`config.mk`:
```
export PLATFORM = sky130hd
export DESIGN_NAME = m_store_buffer
export DESIGN_NICKNAME = d
export VERILOG_FILES = /design/src/rtl/m_store_buffer_pkg.sv /design/src/rtl/m_store_buffer_fmt.sv /design/src/rtl/m_store_buffer.sv
export SDC_FILE = /design/constraint.sdc
export NUM_CORES = 1
export LEC_CHECK = 0
export BUFFER_PORTS_ARGS = -buffer_cell sky130_fd_sc_hd__buf_2
export CAP_MARGIN = 20
export CORE_MARGIN = 3
export CORE_UTILIZATION = 25
export CTS_BUF_LIST = sky130_fd_sc_hd__clkbuf_16
export CTS_CLUSTER_SIZE = 14
export DETAILED_ROUTE_END_ITERATION = 7
export PLACE_DENSITY = 0.41
export SLEW_MARGIN = 25
export SYNTH_ARGS = -nofsm -noshare
export SYNTH_HDL_FRONTEND = slang
export SYNTH_SLANG_ARGS = --single-unit
```
`constraint.sdc`:
```
create_clock -name clk -period 8.3 [get_ports clk]
set_input_delay 1.245 -clock clk [delete_from_list [all_inputs] [get_ports clk]]
set_output_delay 1.245 -clock clk [all_outputs]
set_load 0.03 [all_outputs]
```
`src/rtl/m_store_buffer_pkg.sv`:
```
// Shared types and constants for the M-stage store buffer: op codes,
// memory-map bounds, the FIFO entry layout and an inclusive range helper.
package m_store_buffer_pkg;

  typedef enum logic [1:0] {
    OP_NONE = 2'b00,
    OP_SB   = 2'b01,
    OP_SH   = 2'b10,
    OP_SW   = 2'b11
  } st_op_e;

  localparam logic [31:0] DM_LO_DEF   = 32'h0000_0000;
  localparam logic [31:0] DM_HI_DEF   = 32'h0000_2FFF;
  localparam logic [31:0] TC0_LO_DEF  = 32'h0000_7F00;
  localparam logic [31:0] TC0_HI_DEF  = 32'h0000_7F0B;
  localparam logic [31:0] TC0_CNT_DEF = 32'h0000_7F08;
  localparam logic [31:0] TC1_LO_DEF  = 32'h0000_7F10;
  localparam logic [31:0] TC1_HI_DEF  = 32'h0000_7F1B;
  localparam logic [31:0] TC1_CNT_DEF = 32'h0000_7F18;
  localparam logic [31:0] INT_LO_DEF  = 32'h0000_7F20;
  localparam logic [31:0] INT_HI_DEF  = 32'h0000_7F23;

  typedef struct packed {
    logic [29:0] wa;
    logic [31:0] dat;
    logic [3:0]  be;
  } sb_entry_t;

  // Unsigned offset compare: avoids a constant-true test when lo is zero.
  function automatic logic in_rng(input logic [31:0] a, input logic [31:0] lo,
                                  input logic [31:0] hi);
    return (a - lo) <= (hi - lo);
  endfunction

endpackage

```
`src/rtl/m_store_buffer_fmt.sv`:
```
// Combinational store formatter: op/addr/data -> lane byte enables, lane-aligned
// write data and the store address exception.
module m_store_buffer_fmt
  import m_store_buffer_pkg::*;
#(
  parameter logic [31:0] DM_LO   = DM_LO_DEF,
  parameter logic [31:0] DM_HI   = DM_HI_DEF,
  parameter logic [31:0] TC0_LO  = TC0_LO_DEF,
  parameter logic [31:0] TC0_HI  = TC0_HI_DEF,
  parameter logic [31:0] TC0_CNT = TC0_CNT_DEF,
  parameter logic [31:0] TC1_LO  = TC1_LO_DEF,
  parameter logic [31:0] TC1_HI  = TC1_HI_DEF,
  parameter logic [31:0] TC1_CNT = TC1_CNT_DEF,
  parameter logic [31:0] INT_LO  = INT_LO_DEF,
  parameter logic [31:0] INT_HI  = INT_HI_DEF
) (
  input  logic [1:0]  op_i,
  input  logic [31:0] addr_i,
  input  logic [31:0] data_i,
  output logic [3:0]  be_o,
  output logic [31:0] wdata_o,
  output logic        exc_o
);

  logic align_err;
  logic in_map;
  logic timer_err;
  logic sub_word;

  always_comb begin
    be_o    = 4'b0000;
    wdata_o = 32'h0;
    case (op_i)
      OP_SB: begin
        be_o    = 4'b0001 << addr_i[1:0];
        wdata_o = data_i << {addr_i[1:0], 3'b000};
      end
      OP_SH: begin
        be_o    = addr_i[1] ? 4'b1100 : 4'b0011;
        wdata_o = addr_i[1] ? (data_i << 16) : data_i;
      end
      OP_SW: begin
        be_o    = 4'b1111;
        wdata_o = data_i;
      end
      default: begin
        be_o    = 4'b0000;
        wdata_o = 32'h0;
      end
    endcase
  end

  assign sub_word  = (op_i == OP_SB) || (op_i == OP_SH);
  assign align_err = ((op_i == OP_SW) && (addr_i[1:0] != 2'b00)) ||
                     ((op_i == OP_SH) && addr_i[0]);
  assign in_map    = in_rng(addr_i, DM_LO, DM_HI)   || in_rng(addr_i, TC0_LO, TC0_HI) ||
                     in_rng(addr_i, TC1_LO, TC1_HI) || in_rng(addr_i, INT_LO, INT_HI);
  // Timer count registers are read-only; timers accept only full-word writes.
  assign timer_err = in_rng(addr_i, TC0_CNT, TC0_HI) || in_rng(addr_i, TC1_CNT, TC1_HI) ||
                     (sub_word && in_rng(addr_i, TC0_LO, TC1_HI));
  assign exc_o     = (op_i != OP_NONE) && (align_err || !in_map || timer_err);

endmodule

```
`src/rtl/m_store_buffer.sv`:
```
// M-stage store buffer: formats and checks stores, queues legal ones in a
// DEPTH-entry FIFO with optional tail merging, drains one per cycle to the bus.
module m_store_buffer
  import m_store_buffer_pkg::*;
#(
  parameter int          DEPTH   = 4,
  parameter bit          MERGE   = 1'b1,
  parameter logic [31:0] DM_LO   = DM_LO_DEF,
  parameter logic [31:0] DM_HI   = DM_HI_DEF,
  parameter logic [31:0] TC0_LO  = TC0_LO_DEF,
  parameter logic [31:0] TC0_HI  = TC0_HI_DEF,
  parameter logic [31:0] TC0_CNT = TC0_CNT_DEF,
  parameter logic [31:0] TC1_LO  = TC1_LO_DEF,
  parameter logic [31:0] TC1_HI  = TC1_HI_DEF,
  parameter logic [31:0] TC1_CNT = TC1_CNT_DEF,
  parameter logic [31:0] INT_LO  = INT_LO_DEF,
  parameter logic [31:0] INT_HI  = INT_HI_DEF,
  localparam int         PW      = $clog2(DEPTH),
  localparam int         CW      = $clog2(DEPTH + 1)
) (
  input  logic          clk,
  input  logic          reset,
  input  logic [1:0]    st_op,
  input  logic [31:0]   st_addr,
  input  logic [31:0]   st_data,
  input  logic          req,
  output logic          exc_ades,
  output logic          st_stall,
  input  logic          ld_valid,
  input  logic [31:0]   ld_addr,
  output logic          ld_hazard,
  output logic          bus_valid,
  output logic [31:0]   bus_addr,
  output logic [31:0]   bus_wdata,
  output logic [3:0]    bus_byteen,
  input  logic          bus_ready,
  output logic [CW-1:0] sb_count
);

  sb_entry_t        ent_q [DEPTH];
  sb_entry_t        ent_d [DEPTH];
  logic [DEPTH-1:0] vld_q, vld_d;
  logic [PW-1:0]    head_q, head_d;
  logic [PW-1:0]    tail_q, tail_d;
  logic [CW-1:0]    cnt_q, cnt_d;

  logic [3:0]       fmt_be;
  logic [31:0]      fmt_wdata;
  logic [PW-1:0]    tail_m1;
  logic             merge_hit;
  logic             accept;
  logic             push;
  logic             pop;
  logic             hit_any;
  logic             ld_addr_unused;

  m_store_buffer_fmt #(
    .DM_LO  (DM_LO),
    .DM_HI  (DM_HI),
    .TC0_LO (TC0_LO),
    .TC0_HI (TC0_HI),
    .TC0_CNT(TC0_CNT),
    .TC1_LO (TC1_LO),
    .TC1_HI (TC1_HI),
    .TC1_CNT(TC1_CNT),
    .INT_LO (INT_LO),
    .INT_HI (INT_HI)
  ) u_fmt (
    .op_i   (st_op),
    .addr_i (st_addr),
    .data_i (st_data),
    .be_o   (fmt_be),
    .wdata_o(fmt_wdata),
    .exc_o  (exc_ades)
  );

  // The head may already be on the bus, so merging needs at least two entries.
  assign tail_m1   = tail_q - 1'b1;
  assign merge_hit = MERGE && (cnt_q >= CW'(2)) && (ent_q[tail_m1].wa == st_addr[31:2]);
  assign st_stall  = (cnt_q == CW'(DEPTH)) && !merge_hit;
  assign accept    = (st_op != OP_NONE) && !req && !exc_ades && !st_stall;
  assign push      = accept && !merge_hit;
  assign bus_valid = (cnt_q != '0);
  assign pop       = bus_valid && bus_ready;
  assign sb_count  = cnt_q;

  assign bus_addr   = bus_valid ? {ent_q[head_q].wa, 2'b00} : 32'h0;
  assign bus_wdata  = bus_valid ? ent_q[head_q].dat : 32'h0;
  assign bus_byteen = bus_valid ? ent_q[head_q].be : 4'b0000;

  always_comb begin
    hit_any = 1'b0;
    for (int i = 0; i < DEPTH; i++) begin
      if (vld_q[i] && (ent_q[i].wa == ld_addr[31:2])) hit_any = 1'b1;
    end
  end
  assign ld_hazard      = ld_valid && hit_any;
  assign ld_addr_unused = ^ld_addr[1:0];

  always_comb begin
    ent_d  = ent_q;
    vld_d  = vld_q;
    head_d = head_q;
    tail_d = tail_q;
    if (pop) begin
      vld_d[head_q] = 1'b0;
      head_d        = head_q + 1'b1;
    end
    if (accept && merge_hit) begin
      for (int b = 0; b < 4; b++) begin
        if (fmt_be[b]) ent_d[tail_m1].dat[8*b +: 8] = fmt_wdata[8*b +: 8];
      end
      ent_d[tail_m1].be = ent_q[tail_m1].be | fmt_be;
    end else if (push) begin
      ent_d[tail_q] = '{wa: st_addr[31:2], dat: fmt_wdata, be: fmt_be};
      vld_d[tail_q] = 1'b1;
      tail_d        = tail_q + 1'b1;
    end
    cnt_d = cnt_q + CW'(push) - CW'(pop);
  end

  always_ff @(posedge clk or posedge reset) begin
    if (reset) begin
      ent_q  <= '{default: '0};
      vld_q  <= '0;
      head_q <= '0;
      tail_q <= '0;
      cnt_q  <= '0;
    end else begin
      ent_q  <= ent_d;
      vld_q  <= vld_d;
      head_q <= head_d;
      tail_q <= tail_d;
      cnt_q  <= cnt_d;
    end
  end

endmodule
```
==> flow_metrics.env, run 1 <==
export IMPL_outcome="finished clean"
export IMPL_grt_pass1_vias=14769
export IMPL_post_place_ws_ns=1.90
export IMPL_cts_setup_buffers=0
export IMPL_synth_warnings=0
export IMPL_power_frac_seq_pct=37.5
export IMPL_vias=14217
export IMPL_end_kind="output port"
export IMPL_stdcell_count=2759
export IMPL_clk_latency_ns=0.55
export IMPL_power_density_nw_per_um2=184
export IMPL_die_w_um=277
export IMPL_ys_seq_elements=275
export IMPL_ys_flop_type="dfrtp_1"
export IMPL_fin_util_pct=29.5
export IMPL_numCtsBuffers=37
export IMPL_finClkSkew_ns=0.0292
export IMPL_fin_crit_sh_pct=78.5
export IMPL_ios=178
export IMPL_maxCapViolCount=0
export IMPL_dp_cells=2694
export IMPL_cts_resized=0
export IMPL_yosys_cell_types_count=81
export IMPL_grt_pass1_wl_mm=102
export IMPL_tightest_slew_ns=1.07
export IMPL_gr_usage_all_layers_pct=17.4
export IMPL_path_class="primary input to output port"
export IMPL_worstSetupStartpointType="primary input"
export IMPL_area_growth_pct=15.9
export IMPL_nNetsFinal=1909
export IMPL_hold_buffers=0
export IMPL_cts_tree="done"
export IMPL_grt_max_degree=152
export IMPL_clock_sinks=275
export IMPL_fin_area_um2=21200
export IMPL_p_total_mw=3.91
export IMPL_hold_viol=0
export IMPL_swShare_pct=33.6
export IMPL_drtIter0Drc=1316
export IMPL_drc_errors=0
export IMPL_synth_edff_count=0
export IMPL_gp_congestion=0.894
export IMPL_antenna_found_initial=2
export IMPL_syn_area_um2=18300
export IMPL_worst_slack_ns=1.78
export IMPL_fmax_ghz=0.153
export IMPL_worstHoldPathType="flip-flop to flip-flop"
export IMPL_synth_seq_area_share_pct=37.6
export IMPL_row_count=98
export IMPL_syn_avg_cell_area_um2=10.9
export IMPL_cts_buffer_depth=3
export IMPL_fp_dieH_um=277
export IMPL_h_tree_depth=2
export IMPL_max_slew_margin_pct=28.7
export IMPL_worstPathRequired_ns=7.05
export IMPL_ys_async_sr_fraction_pct=100
export IMPL_first_pass_iters=5
export IMPL_ir_worst_vdd_uv=140
export IMPL_initial_core_util_pct=25.5
export IMPL_p_clk_share_pct=39.9
export IMPL_placed_area_um2=20100
export IMPL_synth_cells=1684
export IMPL_hold_ws_ns=0.481
export IMPL_io_buffer_count=173
export IMPL_cts_root_buf="clkbuf_16"
export IMPL_synth_top_area_share_pct=37.6
export IMPL_crit_fanout=17
export IMPL_drt_wl_total_mm=68.2
export IMPL_p_comb_share_pct=22.6
export IMPL_avgViaCountPerCell=5.15
export IMPL_drive_gt1_share_pct=23.2
export IMPL_intPower_mw=2.59
export IMPL_die_area_um2=76600
export IMPL_netlist_top_cell_by_area="dfrtp_1"
export IMPL_arrival_ns=5.27
export IMPL_core_area_um2=72000
export IMPL_tns_ns=0
export IMPL_antenna_left=0
export IMPL_p_sw_mw=1.31
export IMPL_power_leakage_nw=9.61
export IMPL_dp_hpwl_mm=47.8
export IMPL_setup_violations_final=0
export IMPL_synth_area_leaders="dfrtp_1 38%, mux4_2 11%, mux2_1 6.1%, xnor2_1 5.5%, and2_1 5.1%"
export IMPL_drv_slew=0
export IMPL_rsz0062_at_grt="false"
export IMPL_layout_cells_most_common_list="272 x dfrtp_1, 173 x buf_2, 150 x and2_1"
export IMPL_clk_pin_slew_ns=0.05
export IMPL_layout_commonest_cell="dfrtp_1"
export IMPL_avgRoutedWirePerCell_um=24.7
export IMPL_period_minus_slack_ns=6.52
export IMPL_grt_overflow_total=0
-- routing by layer --
layer / wire length [um] / part of all wire (%) / track usage, % / vias up
met5: 0 / 0 / 0 / -
met4: 1050 / 1.5 / 3.34 / 0
met3: 3920 / 5.7 / 2.73 / 60
met2: 32100 / 47 / 28.3 / 516
met1: 31200 / 46 / 24.6 / 7323
li1: - / - / - / 6318
-- registers in the layout, indices dropped and copies added (netlist names) --
signal    flops
head_q        2
sb_count      3
vld_q         4
tail_q        2
ent_q       264
-- cells by family after synthesis --
| group | share of synthesized area [%] |
|---|---|
| AOI/OAI and AO/OA | 10.3 |
| xor gates and xnor gates | 8.08 |
| other | 0.0205 |
| DFF | 37.6 |
| adders and majority gates | 1.78 |
| muxes | 23.3 |
| and+or+nand+nor | 14.1 |
| buffers and inverters | 4.91 |
-- cells in the mapped netlist (all sizes together) (26+ instances only) --
library cell	count
buf	33
inv	90
nor2	63
xnor2	115
nand4	40
o21ai	27
nand2	55
and2	150
a21oi	38
dfrtp	275
o211ai	26
xor2	54
mux2	134
nor4	29
clkbuf	106
mux2i	77
mux4	88
-- worst paths after layout --
check,from,to,slack [ns],depth (start not counted)
setup / recovery,st_addr[5],exc_ades,1.78,12
hold / removal,ent_q[74],ent_q[74],0.48,1
setup reg to reg,tail_q[0],ent_q[114],2.41,12
hold reg to reg,ent_q[74],ent_q[74],0.48,1
max in group asynchronous,reset,ent_q[24],5.86,4
min in group asynchronous,reset,ent_q[8],0.93,3
-- critical path: stages --
cell and delay [ns]:
buf_2 0.22, inv_1 0.17, ha_1 0.30, nor2b_1 0.73
nand2_1 0.38, mux2_2 0.37, o22ai_1 0.21, nand4b_1 0.13
nor4_1 0.76, nor3_1 0.27, a21oi_1 0.22, buf_2 0.26
-- final cells by class --
| cell class | count | area (um2) |
|---|---|---|
| diodes | 1 | 2.50 |
| clock buffers | 38 | 951 |
| clock inverters | 26 | 211 |
| fillers | 7495 | 50700 |
| inverters | 90 | 342 |
| multi-input cells | 1181 | 10600 |
| flip-flops and latches | 275 | 6890 |
| well taps | 950 | 1190 |
| repair buffers | 198 | 1070 |
-- power by group through the flow --
stage | Combinational [mW] | Sequential (mW) | Clock, mW
after global placement | 0.902 | 1.49 | 0
after CTS | 0.908 | 1.47 | 1.61
after detailed placement | 0.906 | 1.49 | 0
final | 0.884 | 1.46 | 1.56
after floorplan | 0.647 | 1.41 | 0
after global routing | 0.959 | 1.48 | 1.65
No activity file was read; power rests on OpenSTA's default activity.
==> run 2, diff against run 1 <==
Settings changed: PLACE_DENSITY 0.41 to 0.39.
Clock period 8.3 ns to 6.2 ns, I/O delays scaled along.
==> flow_metrics.env, run 2 (synthesis results as in run 1) <==
export IMPL_outcome="finished clean"
export IMPL_placed_area_um2=20100
export IMPL_cts_tree="done"
export IMPL_fmax_ghz=0.171
export IMPL_worstPathRequired_ns=5.27
export IMPL_period_minus_slack_ns=5.83
export IMPL_core_area_um2=72000
export IMPL_dp_hpwl_mm=49.3
export IMPL_avgRoutedWirePerCell_um=25.0
export IMPL_fin_area_um2=21100
export IMPL_grt_pass1_vias=14786
export IMPL_met2_usage_pct=29.8
export IMPL_grt_max_degree=143
export IMPL_path_class="primary input to output port"
export IMPL_tightest_slew_ns=1.04
export IMPL_numCtsBuffers=35
export IMPL_die_area_um2=76600
export IMPL_rsz0062_at_grt="false"
export IMPL_reg2reg_depth=12
export IMPL_hold_buffers=0
export IMPL_tns_ns=0
export IMPL_area_growth_pct=15.2
export IMPL_crit_reg2reg_launch="tail_q[0]"
export IMPL_io_buffer_count=173
export IMPL_first_pass_iters=8
export IMPL_ios=178
export IMPL_arrival_ns=4.90
export IMPL_fin_util_pct=29.3
export IMPL_max_flop_register="ent_q"
export IMPL_gp_congestion=0.877
export IMPL_clk_latency_ns=0.54
export IMPL_nNetsFinal=1917
export IMPL_row_count=98
export IMPL_gr_usage_all_layers_pct=17.7
export IMPL_layout_cells_most_common_list="272 x dfrtp_1, 173 x buf_2, 150 x and2_1"
export IMPL_layout_commonest_cell="dfrtp_1"
export IMPL_vias=14239
export IMPL_maxCapViolCount=0
export IMPL_drtIter0Drc=1357
export IMPL_finClkSkew_ns=0.0204
export IMPL_slowest_stage="nor2b_1"
export IMPL_power_density_nw_per_um2=236
export IMPL_setup_violations_final=0
export IMPL_grt_overflow_total=0
export IMPL_drive_gt1_share_pct=22.8
export IMPL_end_kind="output port"
export IMPL_ir_worst_vdd_uv=158
export IMPL_startpoint="st_addr[5]"
export IMPL_max_slew_margin_pct=31.0
export IMPL_hold_viol=0
export IMPL_avgViaCountPerCell=5.15
export IMPL_h_tree_depth=2
export IMPL_fp_dieH_um=277
export IMPL_cts_resized=0
export IMPL_cp_common_cell="buf_2"
export IMPL_clock_sinks=275
export IMPL_drv_slew=0
export IMPL_die_w_um=277
export IMPL_cp_cell_sequence="buf_2 -> inv_1 -> ha_1 -> nor2b_1 -> nand2_1 -> mux2_2 -> o22ai_1 -> nand4b_1 -> nor4_1 -> buf_4 -> nor3_1 -> a21oi_1 -> buf_2"
export IMPL_grt_util_met3_pct=2.77
export IMPL_top_usage_layer="met2"
export IMPL_antenna_found_initial=0
export IMPL_crit_fanout=17
export IMPL_met1_usage_pct=24.2
export IMPL_drt_wl_total_mm=69.1
export IMPL_cts_root_buf="clkbuf_16"
export IMPL_slowest_delay_ns=0.74
export IMPL_clk_pin_slew_ns=0.05
export IMPL_fillers=7489
export IMPL_initial_core_util_pct=25.5
export IMPL_antenna_left=0
export IMPL_grt_pass1_wl_mm=103
export IMPL_worstHoldPathType="primary input to async pin"
export IMPL_largest_reg_flops=264
export IMPL_power_leakage_nw=9.57
export IMPL_cts_setup_buffers=0
export IMPL_rrSetupSlack_ns=0.70
export IMPL_fin_crit_sh_pct=94.1
export IMPL_worstSetupStartpointType="primary input"
export IMPL_cts_buffer_depth=3
export IMPL_drc_errors=0
export IMPL_timing_rr_end="ent_q[114]"
[run 2: per-layer routing]
metal  vias to the layer above  part of all wire, %
li1                       6337                    -
met1                      7297                   45
met2                       521                   48
met3                        84                  5.4
met4                         0                  1.8
met5                         -                    0
[run 2: final cells by class]
| cell class | count | area, um2 | share of cell area (%) |
|---|---|---|---|
| repair buffers | 208 | 1140 | 5.41 |
| clock inverters | 23 | 100 | 0.474 |
| diodes | 1 | 2.50 | 0.0119 |
| flip-flops and latches | 275 | 6890 | 32.7 |
| multi-input cells | 1181 | 10600 | 50.0 |
| well taps | 950 | 1190 | 5.63 |
| clock buffers | 35 | 876 | 4.15 |
| inverters | 90 | 342 | 1.62 |
[run 2: how the worst max path moves through the flow]
| stage | to | slack [ns] | cells after the start |
|---|---|---|---|
| 3_3_place_gp | exc_ades | 0.44 | 13 |
| 2_1_floorplan | sb_count[2] | 1.25 | 18 |
| 6_report | exc_ades | 0.37 | 13 |
| 5_1_grt | st_stall | 0.03 | 10 |
| 3_5_place_dp | exc_ades | 0.46 | 13 |
| 4_1_cts | st_stall | 0.32 | 10 |
[run 2: worst max-delay path: cells and delay by family]
kind | cells | cell delay (ns)
and+or+nand+nor | 5 | 1.80
buffers and inverters | 4 | 0.90
AOI/OAI and AO/OA | 2 | 0.56
muxes | 1 | 0.37
adders and majority gates | 1 | 0.31
[run 2: per-stage QoR]
stage                     total power, mW  instances  setup slack, ns  hold slack (ns)
after detailed placement             3.23       2704            0.463            0.471
after global routing                 5.22       2762           0.0302            0.441
final                                4.99       2763            0.368            0.426
after CTS                            5.09       2762            0.315            0.419
after global placement               3.23       2704            0.443            0.466
after floorplan                      2.75       1685             1.25            0.445
[run 2: where the power goes]
group | leakage (nW) | switching (mW) | internal (mW)
Clock | 0.487 | 0.807 | 1.02
Combinational | 5.54 | 0.730 | 0.429
Sequential | 3.54 | 0.189 | 1.81
Total | 9.57 | 1.73 | 3.26
